--- src/rtl/ex_mem_debug_reader_if.sv ---
// rtl/ex_mem_debug_reader_if.sv - byte-stream handshake from the EX/MEM debug reader to the debug UART TX
interface ex_mem_debug_reader_if;
    logic [7:0] txData;
    logic       txValid;
    logic       txReady;

    modport master (output txData, output txValid, input txReady);
    modport slave  (input txData, input txValid, output txReady);
endinterface

--- src/rtl/ex_mem_debug_reader.sv ---
// rtl/ex_mem_debug_reader.sv - snapshots the EX/MEM latch and streams it as a byte frame
// Optional macro DEBUG_FRAME_CHECKSUM_EN appends an XOR checksum byte to the frame.
module ex_mem_debug_reader #(
    parameter logic [7:0] HEADER_BYTE = 8'hA5
) (
    input  logic        clock,
    input  logic        reset,
    input  logic        debugReset,
    input  logic        start,
    input  logic [4:0]  writeRegister,
    input  logic [31:0] writeData,
    input  logic [31:0] aluOut,
    input  logic        regWrite,
    input  logic        memToReg,
    input  logic [3:0]  memWrite,
    input  logic [1:0]  memReadWidth,
    input  logic        eop,
    ex_mem_debug_reader_if.master tx,
    output logic        busy,
    output logic        done
);
`ifdef DEBUG_FRAME_CHECKSUM_EN
    localparam logic [3:0] LAST_IDX = 4'd11;
`else
    localparam logic [3:0] LAST_IDX = 4'd10;
`endif

    typedef enum logic [1:0] {IDLE, SEND, DONE} state_t;

    state_t      state, stateNext;
    logic [3:0]  idx, idxNext;
    // Payload bytes 1..10 packed MSB-first, so byte n lives at [87-8n -: 8]
    logic [79:0] snapshot, snapshotNext;
    logic [7:0]  frameByte;

    always_ff @(posedge clock or negedge reset) begin
        if (!reset) begin
            state    <= IDLE;
            idx      <= 4'd0;
            snapshot <= '0;
        end else begin
            state    <= stateNext;
            idx      <= idxNext;
            snapshot <= snapshotNext;
        end
    end

    always_comb begin
        stateNext    = state;
        idxNext      = idx;
        snapshotNext = snapshot;
        if (debugReset) begin
            stateNext = IDLE;
            idxNext   = 4'd0;
        end else begin
            case (state)
                IDLE: begin
                    if (start) begin
                        snapshotNext = {eop, 2'b00, writeRegister, writeData, aluOut,
                                        regWrite, memToReg, memWrite, memReadWidth};
                        idxNext      = 4'd0;
                        stateNext    = SEND;
                    end
                end
                SEND: begin
                    if (tx.txReady) begin
                        if (idx == LAST_IDX) stateNext = DONE;
                        else                 idxNext   = idx + 4'd1;
                    end
                end
                DONE: begin
                    idxNext   = 4'd0;
                    stateNext = IDLE;
                end
                default: begin
                    idxNext   = 4'd0;
                    stateNext = IDLE;
                end
            endcase
        end
    end

`ifdef DEBUG_FRAME_CHECKSUM_EN
    logic [7:0] checksum;

    always_comb begin
        checksum = HEADER_BYTE;
        for (int i = 0; i < 10; i++) begin
            checksum = checksum ^ snapshot[8*i +: 8];
        end
    end
`endif

    always_comb begin
        frameByte = 8'h00;
        case (idx)
            4'd0:  frameByte = HEADER_BYTE;
            4'd1:  frameByte = snapshot[79:72];
            4'd2:  frameByte = snapshot[71:64];
            4'd3:  frameByte = snapshot[63:56];
            4'd4:  frameByte = snapshot[55:48];
            4'd5:  frameByte = snapshot[47:40];
            4'd6:  frameByte = snapshot[39:32];
            4'd7:  frameByte = snapshot[31:24];
            4'd8:  frameByte = snapshot[23:16];
            4'd9:  frameByte = snapshot[15:8];
            4'd10: frameByte = snapshot[7:0];
`ifdef DEBUG_FRAME_CHECKSUM_EN
            4'd11: frameByte = checksum;
`endif
            default: frameByte = 8'h00;
        endcase
    end

    // Outputs are pure functions of state so a stall holds txData/txValid for free
    always_comb begin
        tx.txValid = (state == SEND);
        tx.txData  = (state == SEND) ? frameByte : 8'h00;
        busy       = (state == SEND) || (state == DONE);
        done       = (state == DONE);
    end
endmodule

--- src/flat_wrapper.sv ---
// flat-port wrapper written by rule: the top's interface ports become plain ports
module ex_mem_debug_reader_flat 
#(
    parameter logic [7:0] HEADER_BYTE = 8'hA5
)
  (clock, reset, debugReset, start, writeRegister, writeData, aluOut, regWrite, memToReg, memWrite, memReadWidth, eop, busy, done, tx_txData, tx_txValid, tx_txReady);
  ex_mem_debug_reader_if tx_i ();
  input  logic clock;
  input  logic reset;
  input  logic debugReset;
  input  logic start;
  input  logic [4:0] writeRegister;
  input  logic [31:0] writeData;
  input  logic [31:0] aluOut;
  input  logic regWrite;
  input  logic memToReg;
  input  logic [3:0] memWrite;
  input  logic [1:0] memReadWidth;
  input  logic eop;
  output logic busy;
  output logic done;
  output wire logic [$bits(tx_i.txData)-1:0] tx_txData;
  output wire logic [$bits(tx_i.txValid)-1:0] tx_txValid;
  input wire logic [$bits(tx_i.txReady)-1:0] tx_txReady;
  assign tx_txData = tx_i.txData;
  assign tx_txValid = tx_i.txValid;
  assign tx_i.txReady = tx_txReady;
  ex_mem_debug_reader #(.HEADER_BYTE(HEADER_BYTE)) u_core (.clock(clock), .reset(reset), .debugReset(debugReset), .start(start), .writeRegister(writeRegister), .writeData(writeData), .aluOut(aluOut), .regWrite(regWrite), .memToReg(memToReg), .memWrite(memWrite), .memReadWidth(memReadWidth), .eop(eop), .tx(tx_i), .busy(busy), .done(done));
endmodule
--- config.mk ---
export PLATFORM = sky130hd
export DESIGN_NAME = ex_mem_debug_reader_flat
export DESIGN_NICKNAME = d
export VERILOG_FILES = /design/src/rtl/ex_mem_debug_reader_if.sv /design/src/rtl/ex_mem_debug_reader.sv /design/src/flat_wrapper.sv
export SDC_FILE = /design/constraint.sdc
export NUM_CORES = 1
export LEC_CHECK = 0
export CAP_MARGIN = 10
export CORE_MARGIN = 2
export CORE_UTILIZATION = 42
export DETAILED_ROUTE_END_ITERATION = 12
export GPL_TIMING_DRIVEN = 0
export PLACE_DENSITY_LB_ADDON = 0.15
export SLEW_MARGIN = 10
export SYNTH_ARGS = -nofsm -noshare
export SYNTH_HDL_FRONTEND = slang
export SYNTH_SLANG_ARGS = --single-unit
--- constraint.sdc ---
create_clock -name clock -period 3.03 [get_ports clock]
set_clock_uncertainty 0.1 [all_clocks]
set_input_delay 0.909 -clock clock [delete_from_list [all_inputs] [get_ports clock]]
set_output_delay 0.909 -clock clock [all_outputs]
set_load 0.05 [all_outputs]
==> run summary <==
status - complete, but fails checks
violated checks - negative setup slack
DRT iter0 DRCs - 172
fraction of registers with async set/reset - 100%
P_sw - 0.939 mW
Pleak - 2.42 nW
Std-Cell Core Area - 9330 um2
Final #Nets - 546
PwrDens - 529 nW/um2
worst setup path class - register to output port
CP Launch Type - register
# DRC - 0
crit path setup slack, layout - -0.275 ns
Port Buffers - 92
Final Hold Viols - 0
post-synthesis cell area - 4060 um2
cts hold-fix bufs - 0
Die H - 102 um
Synth area leader - dfrtp_1
critical path's slowest cell - dfrtp_1
sequential share of the synthesized area - 51.7%
starting density of the core - 43.6%
die area - 10500 um2
total grt overflow - 0
row count - 35
Syn. warnings - 0
First-pass DRT Iterations - 4
fraction of layout cells with a size suffix above 1 - 40.3%
worst ir drop on vdd - 0.342 mV
FF-to-FF setup slack - 1.18 ns
Crit Reg-Reg Startpoint - u_core.state[0]
RSZ-0062 raised after global routing - yes
crit-path cells - buf_4, ha_1, buf_6, buf_4, a22oi_2, a21oi_1, a21oi_2, nor2_2, buf_6
internal power - 2.19 mW
routed vias/inst - 5.40
routability-driven placement congestion ratio - 0.886
Clk pwr share - 24.8%
WL final - 11200 um
CTS HTree Levels - 3
CP endpoint - tx_txData[0]
syn_area_per_cell - 12.6 um2
Worst setup EP type - output port
Vias - 3174
Worst Path Max Fanout - 10
Layout area overhead - 45.3%
WP data arrival - 2.30 ns
Tmin final - 3.31 ns
Critical Path Stages - 9
Max Cap Violations - 0
worst path required time - 2.02 ns
final core utilization - 63.3%
Gate Count Post-Synth - 322
Setup violations, final - 8
Die X - 102 um
RR Endpoint - u_core.idx[3]
top post-synthesis cells by area - dfrtp_1 52%, mux2_2 22%, ha_1 2.8%
Post-synth EDFFs - 0
total clock sinks - 84
Yosys cell types - 44
hpwl dp - 7660 um
count leader, synth - dfrtp_1
Logic pwr share - 26.0%
FF/Latch Area - 2100 um2
Antenna Cells - 0
final worst path period share - 109%
crit-path leading delay family - buffers and inverters
GRT Util Overall - 22.5%
top_reg_cell synth - dfrtp_1
area occupied by multi-input gates - 1920 um2
Largest stage delay, worst path - 0.41 ns
FMAX - 0.303 GHz
top cells by count, synth - 84 x dfrtp_1, 78 x mux2_2, 18 x buf_2
CTS tree - done
Critical Path Source - u_core.idx[0]
sequential share of power - 49.3%
Max Slew Vio Count - 0
CTS max path bufs - 2
Sw Ratio - 30.0%
boundary pin count - 94
root buf cell - clkbuf_8
Syn Nets - 414
Setup TNS Final - -1.80 ns
CTS Buf Count - 9
largest net degree at the start of global routing - 58
Slew HR - 67.3%
min-delay worst type - input pin to asynchronous set/reset pin
DR WL/cell - 19.0 um
R2R depth - 7
top cell type's share of synthesized area - 51.7%
first-pass GRT wire length - 17400 um
Clk Latency, worst-skew pair - 0.37 ns
Critical path buffers and inverters - 4
total of flip-flops plus latches after synthesis - 84
antenna violations before repair - 0
vias in the first global route - 3268
Slew @ Worst Pin - 0.489 ns
clock-pin transition on the worst setup and hold timing paths - 0.09 ns
ANT nets after route - 0
Layout fillers - 725
## per-stage QoR
step	hold slack (ns)	total power, mW	worst slack [ns]	cells	cell area, um2
finish	0.354	3.13	-0.275	588	5900
detailed placement	0.393	2.27	-0.747	544	5220
global placement	0.388	2.25	-2.13	543	5190
global route	0.375	3.28	-0.360	588	5900
floorplan	0.379	1.98	0.0111	322	4110
CTS	0.348	3.13	-0.264	580	5810
## flip-flops by register name, summed over array words and instances, names as in the netlist
name,cells
u_core.state,2
u_core.snapshot,78
u_core.idx,4
## area by class of cell
| type | instances | area share (%) |
|---|---|---|
| timing repair buffer | 122 | 21.6 |
| multi-input combinational | 204 | 32.6 |
| clock buffer | 9 | 2.10 |
| clock inverter | 7 | 1.06 |
| sequential | 84 | 35.6 |
| buffer | 26 | 3.86 |
| inverter | 7 | 0.445 |
| tap | 129 | 2.73 |
## worst reg2reg max path, delay by kind of cell (launching register included)
| kind | cells | cell delay, ns |
|---|---|---|
| AO/OA/AOI/OAI | 1 | 0.10 |
| adder cells (fa/ha/maj) | 1 | 0.25 |
| buffers and inverters | 2 | 0.28 |
| flip-flops | 1 | 0.38 |
| AND/OR/NAND/NOR | 3 | 0.69 |
## repair_timing
action	in CTS	in global routing
setup buffers	19	8
pin swaps	18	17
cloned	2	0
resized for setup	107	7
endpoints found under the setup margin	8	8
## kinds of logic after synthesis
kind of cell    count (synthesis)  share of synthesized area, %
buf+inv                        34                          4.53
simple gates                   43                          5.39
flops                          84                          51.7
fa+ha+maj                       9                          2.77
mux                            80                          22.1
compound gates                 72                          13.5
## layer usage
| layer | track usage (%) | up-vias | share of wire [%] | wire [um] |
|---|---|---|---|---|
| li1 | - | 1467 | - | - |
| met3 | 4.45 | 21 | 5.8 | 643 |
| met4 | 8.10 | 0 | 1.8 | 204 |
| met5 | 0 | - | 0 | 0 |
| met1 | 29.4 | 1591 | 43 | 4750 |
| met2 | 37.6 | 95 | 50 | 5570 |
## power groups by stage
stage | Combinational, mW | Sequential [mW] | Clock (mW)
2_1_floorplan | 0.479 | 1.50 | 0
3_3_place_gp | 0.702 | 1.54 | 0
3_5_place_dp | 0.721 | 1.55 | 0
4_1_cts | 0.799 | 1.53 | 0.791
5_1_grt | 0.867 | 1.57 | 0.841
6_report | 0.811 | 1.54 | 0.774
## cell usage in the layout (no fill, tap or decap), types with 4 or more instances in the layout
cell type / synthesis / final
nand3_1: 4 / 4
inv_6: 0 / 4
buf_2: 18 / 10
nand2b_1: 4 / 4
mux2_2: 78 / 78
a22oi_2: 0 / 5
buf_8: 0 / 6
inv_1: 6 / 4
a21oi_1: 12 / 9
nand2_1: 11 / 11
nor2_2: 0 / 4
ha_1: 9 / 5
clkbuf_8: 0 / 9
clkdlybuf4s50_1: 0 / 83
buf_4: 1 / 20
buf_6: 4 / 20
a22oi_1: 14 / 9
a221oi_1: 5 / 4
dfrtp_1: 84 / 84
a211oi_1: 9 / 6
nor2_1: 14 / 9
a222oi_1: 7 / 7
## worst min path at each step
stage	from	endpoint	slack, ns	cells after the start
floorplan	u_core.snapshot[48]	u_core.snapshot[48]	0.38	1
global placement	u_core.snapshot[9]	u_core.snapshot[9]	0.39	1
detailed placement	u_core.snapshot[5]	u_core.snapshot[5]	0.39	1
CTS	reset	u_core.snapshot[54]	0.35	1
global route	reset	u_core.snapshot[65]	0.38	1
finish	reset	u_core.state[1]	0.35	1
Note: power is estimated with default switching activity, not from simulation.
